--- src/rtl/port_stream_bridge.sv ---
// Processor I/O port endpoint: port writes -> buffered TX byte stream,
// RX byte stream -> held input byte, status byte and level irq.
module port_stream_bridge #(
  parameter int WIDTH = 8,
  parameter int DEPTH = 4,
  parameter int AW    = 2
) (
  input  logic             clk,
  input  logic             reset,
  input  logic             wr_strobe,
  input  logic [WIDTH-1:0] proc_out,
  input  logic             rd_strobe,
  input  logic             stat_rd_strobe,
  output logic [WIDTH-1:0] proc_in,
  output logic [7:0]       proc_status,
  output logic             irq,
  output logic [WIDTH-1:0] tx_data,
  output logic             tx_valid,
  input  logic             tx_ready,
  input  logic [WIDTH-1:0] rx_data,
  input  logic             rx_valid,
  output logic             rx_ready
);

  localparam logic [AW:0] FULL_CNT = (AW+1)'(DEPTH);

  typedef enum logic {
    RX_IDLE,
    RX_HOLD
  } rx_state_e;

  logic [WIDTH-1:0] mem_q [DEPTH];
  logic [AW-1:0]    wr_ptr_q, wr_ptr_d;
  logic [AW-1:0]    rd_ptr_q, rd_ptr_d;
  logic [AW:0]      cnt_q, cnt_d;
  logic             wr_pend_q, wr_pend_d;
  logic             ovf_q, ovf_d;
  rx_state_e        rx_state_q;
  logic [WIDTH-1:0] proc_in_q;

  logic             full, empty, pop;
  logic             do_push, drop;
  logic [4:0]       cnt_x;
  logic [3:0]       cnt_sat;

  always_comb begin
    full    = (cnt_q == FULL_CNT);
    empty   = (cnt_q == '0);
    pop     = !empty && tx_ready;
    // a push into a full FIFO still lands if the head leaves this edge
    do_push = wr_pend_q && (!full || pop);
    drop    = wr_pend_q && full && !pop;

    wr_pend_d = wr_strobe;
    wr_ptr_d  = wr_ptr_q + AW'(do_push);
    rd_ptr_d  = rd_ptr_q + AW'(pop);

    cnt_d = cnt_q;
    unique case ({do_push, pop})
      2'b10:   cnt_d = cnt_q + 1'b1;
      2'b01:   cnt_d = cnt_q - 1'b1;
      default: cnt_d = cnt_q;
    endcase

    // a fresh overflow beats the clear-on-read
    ovf_d = (ovf_q && !stat_rd_strobe) || drop;
  end

  always_ff @(posedge clk or negedge reset) begin
    if (!reset) begin
      wr_ptr_q  <= '0;
      rd_ptr_q  <= '0;
      cnt_q     <= '0;
      wr_pend_q <= 1'b0;
      ovf_q     <= 1'b0;
    end else begin
      wr_ptr_q  <= wr_ptr_d;
      rd_ptr_q  <= rd_ptr_d;
      cnt_q     <= cnt_d;
      wr_pend_q <= wr_pend_d;
      ovf_q     <= ovf_d;
    end
  end

  always_ff @(posedge clk) begin
    if (do_push) mem_q[wr_ptr_q] <= proc_out;
  end

  always_ff @(posedge clk or negedge reset) begin
    if (!reset) begin
      rx_state_q <= RX_IDLE;
      proc_in_q  <= '0;
    end else begin
      unique case (rx_state_q)
        RX_IDLE: begin
          if (rx_valid) begin
            proc_in_q  <= rx_data;
            rx_state_q <= RX_HOLD;
          end
        end
        RX_HOLD: begin
          if (rd_strobe) rx_state_q <= RX_IDLE;
        end
      endcase
    end
  end

  always_comb begin
    cnt_x   = 5'(cnt_q);
    cnt_sat = cnt_x[4] ? 4'hF : cnt_x[3:0];

    tx_valid = !empty;
    // unwritten RAM never reaches the port
    tx_data  = empty ? '0 : mem_q[rd_ptr_q];

    proc_in  = proc_in_q;
    rx_ready = (rx_state_q == RX_IDLE);
    irq      = (rx_state_q == RX_HOLD);

    proc_status = {cnt_sat, ovf_q, full, empty,
                   rx_state_q == RX_HOLD};
  end

endmodule

--- config.mk ---
export PLATFORM = sky130hd
export DESIGN_NAME = port_stream_bridge
export DESIGN_NICKNAME = d
export VERILOG_FILES = /design/src/rtl/port_stream_bridge.sv
export SDC_FILE = /design/constraint.sdc
export NUM_CORES = 1
export LEC_CHECK = 0
export CELL_PAD_IN_SITES_DETAIL_PLACEMENT = 1
export CELL_PAD_IN_SITES_GLOBAL_PLACEMENT = 2
export CORE_MARGIN = 5
export CORE_UTILIZATION = 39
export CTS_BUF_LIST = sky130_fd_sc_hd__clkbuf_2 sky130_fd_sc_hd__clkbuf_4 sky130_fd_sc_hd__clkbuf_8
export DETAILED_ROUTE_END_ITERATION = 10
export PLACE_DENSITY = 0.85
export SYNTH_ARGS = -nofsm -noshare
export SYNTH_HDL_FRONTEND = slang
export SYNTH_SLANG_ARGS = --single-unit
--- constraint.sdc ---
create_clock -name clk -period 4.76 [get_ports clk]
set_clock_uncertainty 0.05 [all_clocks]
set_input_delay 0.714 -clock clk [delete_from_list [all_inputs] [get_ports clk]]
set_output_delay 0.714 -clock clk [all_outputs]
set_load 0.01 [all_outputs]
# Word-level counts from Yosys, hierarchy flattened
# Memory sizes are Yosys's and may differ from the RTL's.
# Index checks and enable logic that the tools add are counted.
# Widths: inputs -> output; s select.
# word_totals
reg_bits,18
memories,1
wordCells,37
ramBits,32
inputBits,23
out_inout_bits,27
# op_classes
add_sub_neg,4
n_bitwise,1
n_reduce_logical,14
eq_ne,3
muxes,7
# mem_list
memory,words,width,rd,rd_ports_with_merged_regs,wr,line,source
mem_q,4,8,1,0,1,32,logic [WIDTH-1:0] mem_q [DEPTH];
# ops
operator,n
$mux 8,1
$pmux 3 s2,1
$logic_and 1x1->1,5
$add 2x1->2,2
$logic_not 1->1,4
$mux 1,4
$add 3x1->3 const B,1
$eq 3x3->1 const B,1
$logic_not 3->1,1
$sub 3x1->3 const B,1
$eq 2x1->1 const B,1
$eq 2x2->1 const B,1
$logic_or 1x1->1,2
$pmux 1 s2,1
$reduce_and 2->1,1
$reduce_bool 2->1,1
$not 1->1,1

# Depth between registers and ports, before layout
# depth
word_depth,7
mapped_depth,9
depth_no_buf,8

# Least setup slack after synthesis
# OpenSTA, ideal clock, no wires.
# synth_path
path_type,reg2reg
startpoint,register cnt_q[0]
endpoint,register cnt_q[2]
path_stages_with_launch,9
arrival_time_ps,2011
setup_time_ps,79
n_path_buf,0
slack_ps,2619
period_less_slack_ps,2141
required_time_ps,4631
path_cell_list,dfrtp_1 > or3b_4 > o21ai_4 > ha_1 > inv_1 > fa_1 > xor2_1 > nor2_1 > xor2_1
# synth_via
elab_chain_len,7
word_cells_on_any_way,13
classes_between,add/sub (2); eq/ne (3); mux (1); reduce/logical (7)
# synth_lines
element,line,source
"start, declared",35,"logic [AW:0] cnt_q, cnt_d;"
"start signal, assigned",79,cnt_q <= cnt_d;
$logic_not 3->1,48,empty = (cnt_q == '0);
$logic_not 1->1,49,pop = !empty && tx_ready;
$logic_and 1x1->1,49,
$logic_or 1x1->1,51,do_push = wr_pend_q && (!full || pop);
$logic_and 1x1->1,51,
$eq 2x1->1 or $eq 2x2->1 (tied branches),59,"unique case ({do_push, pop})"
$pmux 3 s2 or $reduce_bool 2->1 (tied branches),--,
# Several ways; a longest one is shown, not always the timed one.
# A chain may end at the register's enable or synchronous reset.

# Final worst setup path
# layout_path
startpoint,register cnt_q[2]
endpoint,output proc_status[1]
# layout_via
elab_chain_len,1
# layout_lines
element,line,source
$logic_not 3->1,48,
"end, declared",15,"output logic [7:0] proc_status,"
# No other way between the ends.

==> impl_metrics.yaml <==
status:
  status: "completed"
cells_and_area:
  final_nets: 192
  drive_gt1_share_pct: 19.3
  stdcell_area_mm2: 0.00270
  area_growth_pct: 31.3
  antennaDiodeCount: 0
  finalNonFillerCells: 236
pwr:
  powerDensity_mw_per_mm2: 574
  max-vdd-ir-drop_v: 0.000209
  p_leak_nw: 1.01
  finalPower_mw: 1.55
worst_setup_path:
  cp_slowest_stage_delay_ns: 0.81
  cp-end-kind: "output port"
  cp.required_ns: 4.00
  crit_path_top_delay_cell: "nor3_2"
  arrival_ns: 2.24
  path_cells: "nor3_2 > clkdlybuf4s50_1"
  start_kind: "flop"
  cp_max_fo: 11
  critPathKind: "flop to output port"
placement:
  dpl.hpwl_um: 3110
  post-place-ws_ns: 2.01
  routabilityCongestion: 0.696
  io_buffers: 48
  placed_cells: 228
  post_dp_cell_area_mm2: 0.00258
clock_network:
  cts_resized: 0
  ctsHoldBuffers: 0
  postCtsSetupBuffers: 0
  clkLatencyLatePin_ns: 0.29
  clock_path_buffers: 2
  numCtsBuffers: 5
  clock-sinks: 50
  clk_pin_slew_ns: 0.09
  cts_tree: "done"
  clock_tree.root_cell: "clkbuf_8"
  htreeDepth: 2
global_routing:
  grt_pass1_vias: 1393
  grt_max_degree: 19
  grtUsageTotal_pct: 14.6
  grt_pass1_wl_um: 7120
  grt_overflow: 0
  antenna_found_initial: 0
timing:
  relSlewSlack_pct: 34.6
  setup_slack_ns: 1.76
  tightest_slew_ns: 0.976
  rsz0062_at_grt: "false"
  fin_crit_ns: 3.00
  fmax_mhz: 333
  setup_tns_ns: 0
  fin_crit_sh_pct: 63.0
  setup_violations: 0
  hold_violations: 0
  maxSlewViolCount: 0
floorplanning:
  die_y_um: 82.6
  num_rows: 26
  coreArea_mm2: 0.00511
  start_util_pct: 40.2
  io_pins: 50
  dieArea_mm2: 0.00682
  die_w_um: 82.6
synth:
  synth_most_common_cell: "edfxtp_1"
  synth_area_leaders: "edfxtp_1, dfrtp_1, mux4_2"
  postSynthCellCount: 116
  syn-cell-area_mm2: 0.00205
  synth_top_cell_by_area: "edfxtp_1"
  synth_top_area_share_pct: 46.8
  synth_commonest_cells: "edfxtp_1, dfrtp_1, inv_1"
  ys_types: 24
  synth_edf_count: 32
  synthArstFlopShare_pct: 36.0
  synth_seq_cells: 50
  synth_ff_type: "edfxtp_1"
  synth_area_per_cell_um2: 17.7
  seq_area_frac_synth_pct: 68.7
  ys_warn_count: 0
  synth_nets: 143
route:
  drt-initial-drc-count: 55
  ant_nets: 0
  via_per_inst: 4.78
  drt_wl_total_um: 4240
  num_vias: 1128
  drc: 0
  wire_per_inst_um: 17.9
  drtPass1Iterations: 4
job:
  maxCapViolCount: 0
hold_path:
  hp-class: "flop to flop"
-- power breakdown --
group | switching, mW | total (mW) | internal, mW
combinational | 0.232 | 0.585 | 0.353
sequential | 0.0914 | 0.664 | 0.573
clock | 0.130 | 0.298 | 0.169
-- critical path, delay by kind of cell, from the launching register on --
family | cells | cell delay (ns)
buffers and inverters | 1 | 0.70
DFF | 1 | 0.43
and+or+nand+nor | 1 | 0.81
-- sequential cells by signal, summed over array words and instances (netlist names) --
name	cells
mem_q	32
proc_in	8
cnt_q	3
rd_ptr_q	2
wr_ptr_q	2
irq	1
ovf_q	1
wr_pend_q	1
-- cells in the final DEF, fill, tap and decap left out --
master            n
buf_4             3
bufinv_16         1
clkbuf_4          2
clkbuf_8          5
clkdlybuf4s50_1  48
conb_1            1
dfrtp_1          18
edfxtp_1         32
fa_1              1
ha_1              3
inv_1             9
mux2_2            8
mux2i_1           1
mux4_2            8
nand2_1           1
nor2_1            2
nor2b_1           8
nor2b_4           2
nor3_1            1
nor3_2            1
nor3b_1           2
o21ai_4           1
o21bai_1          1
o32ai_1           1
or3b_4            1
xnor2_1           1
xor2_1            4
-- path summary, 6_finish.rpt --
| check | from | to | slack, ns | cells after the start |
|---|---|---|---|---|
| min reg2reg | proc_in[1]$_DFFE_PN0P_ | proc_in[1]$_DFFE_PN0P_ | 0.46 | 1 |
| max | cnt_q[2]$_DFFE_PN0P_ | proc_status[1] | 1.76 | 2 |
| min | proc_in[1]$_DFFE_PN0P_ | proc_in[1]$_DFFE_PN0P_ | 0.46 | 1 |
| min in group asynchronous | reset | wr_pend_q$_DFF_PN0_ | 0.85 | 1 |
| max reg2reg | cnt_q[2]$_DFFE_PN0P_ | cnt_q[1]$_DFFE_PN0P_ | 2.27 | 6 |
| max in group asynchronous | reset | cnt_q[1]$_DFFE_PN0P_ | 3.28 | 1 |
-- stage by stage --
| stage | utilization [%] | hold slack [ns] |
|---|---|---|
| floorplan | - | 0.368 |
| global placement | 50.6 | 0.440 |
| detailed placement | 50.6 | 0.448 |
| CTS | 52.8 | 0.465 |
| global route | 52.8 | 0.494 |
| finish | 52.8 | 0.461 |
-- metal layers --
| metal | global-route usage (%) | up-vias | wire (µm) |
|---|---|---|---|
| met5 | 0 | - | 0 |
| met4 | 4.90 | 0 | 51 |
| met3 | 6.18 | 4 | 334 |
| met2 | 26.0 | 41 | 2200 |
| met1 | 15.6 | 573 | 1650 |
| li1 | - | 510 | - |
-- layout make-up --
| cell class | instances | area, µm² |
|---|---|---|
| well taps | 70 | 87.6 |
| multi-input cells | 48 | 548 |
| clock buffers | 7 | 83.8 |
| flip-flops and latches | 50 | 1410 |
| repair buffers | 51 | 503 |
| fillers | 503 | 2410 |
| clock inverters | 1 | 30.0 |
| inverters | 9 | 33.8 |
-- cells by family after synthesis --
family | synth area share, %
xor+xnor | 2.13
compound gates | 1.58
simple gates | 6.09
flops | 68.7
mux | 13.6
other cells | 0.183
fa+ha+maj | 2.80
buf+inv | 4.87
Power figures use the tool's default switching activity.
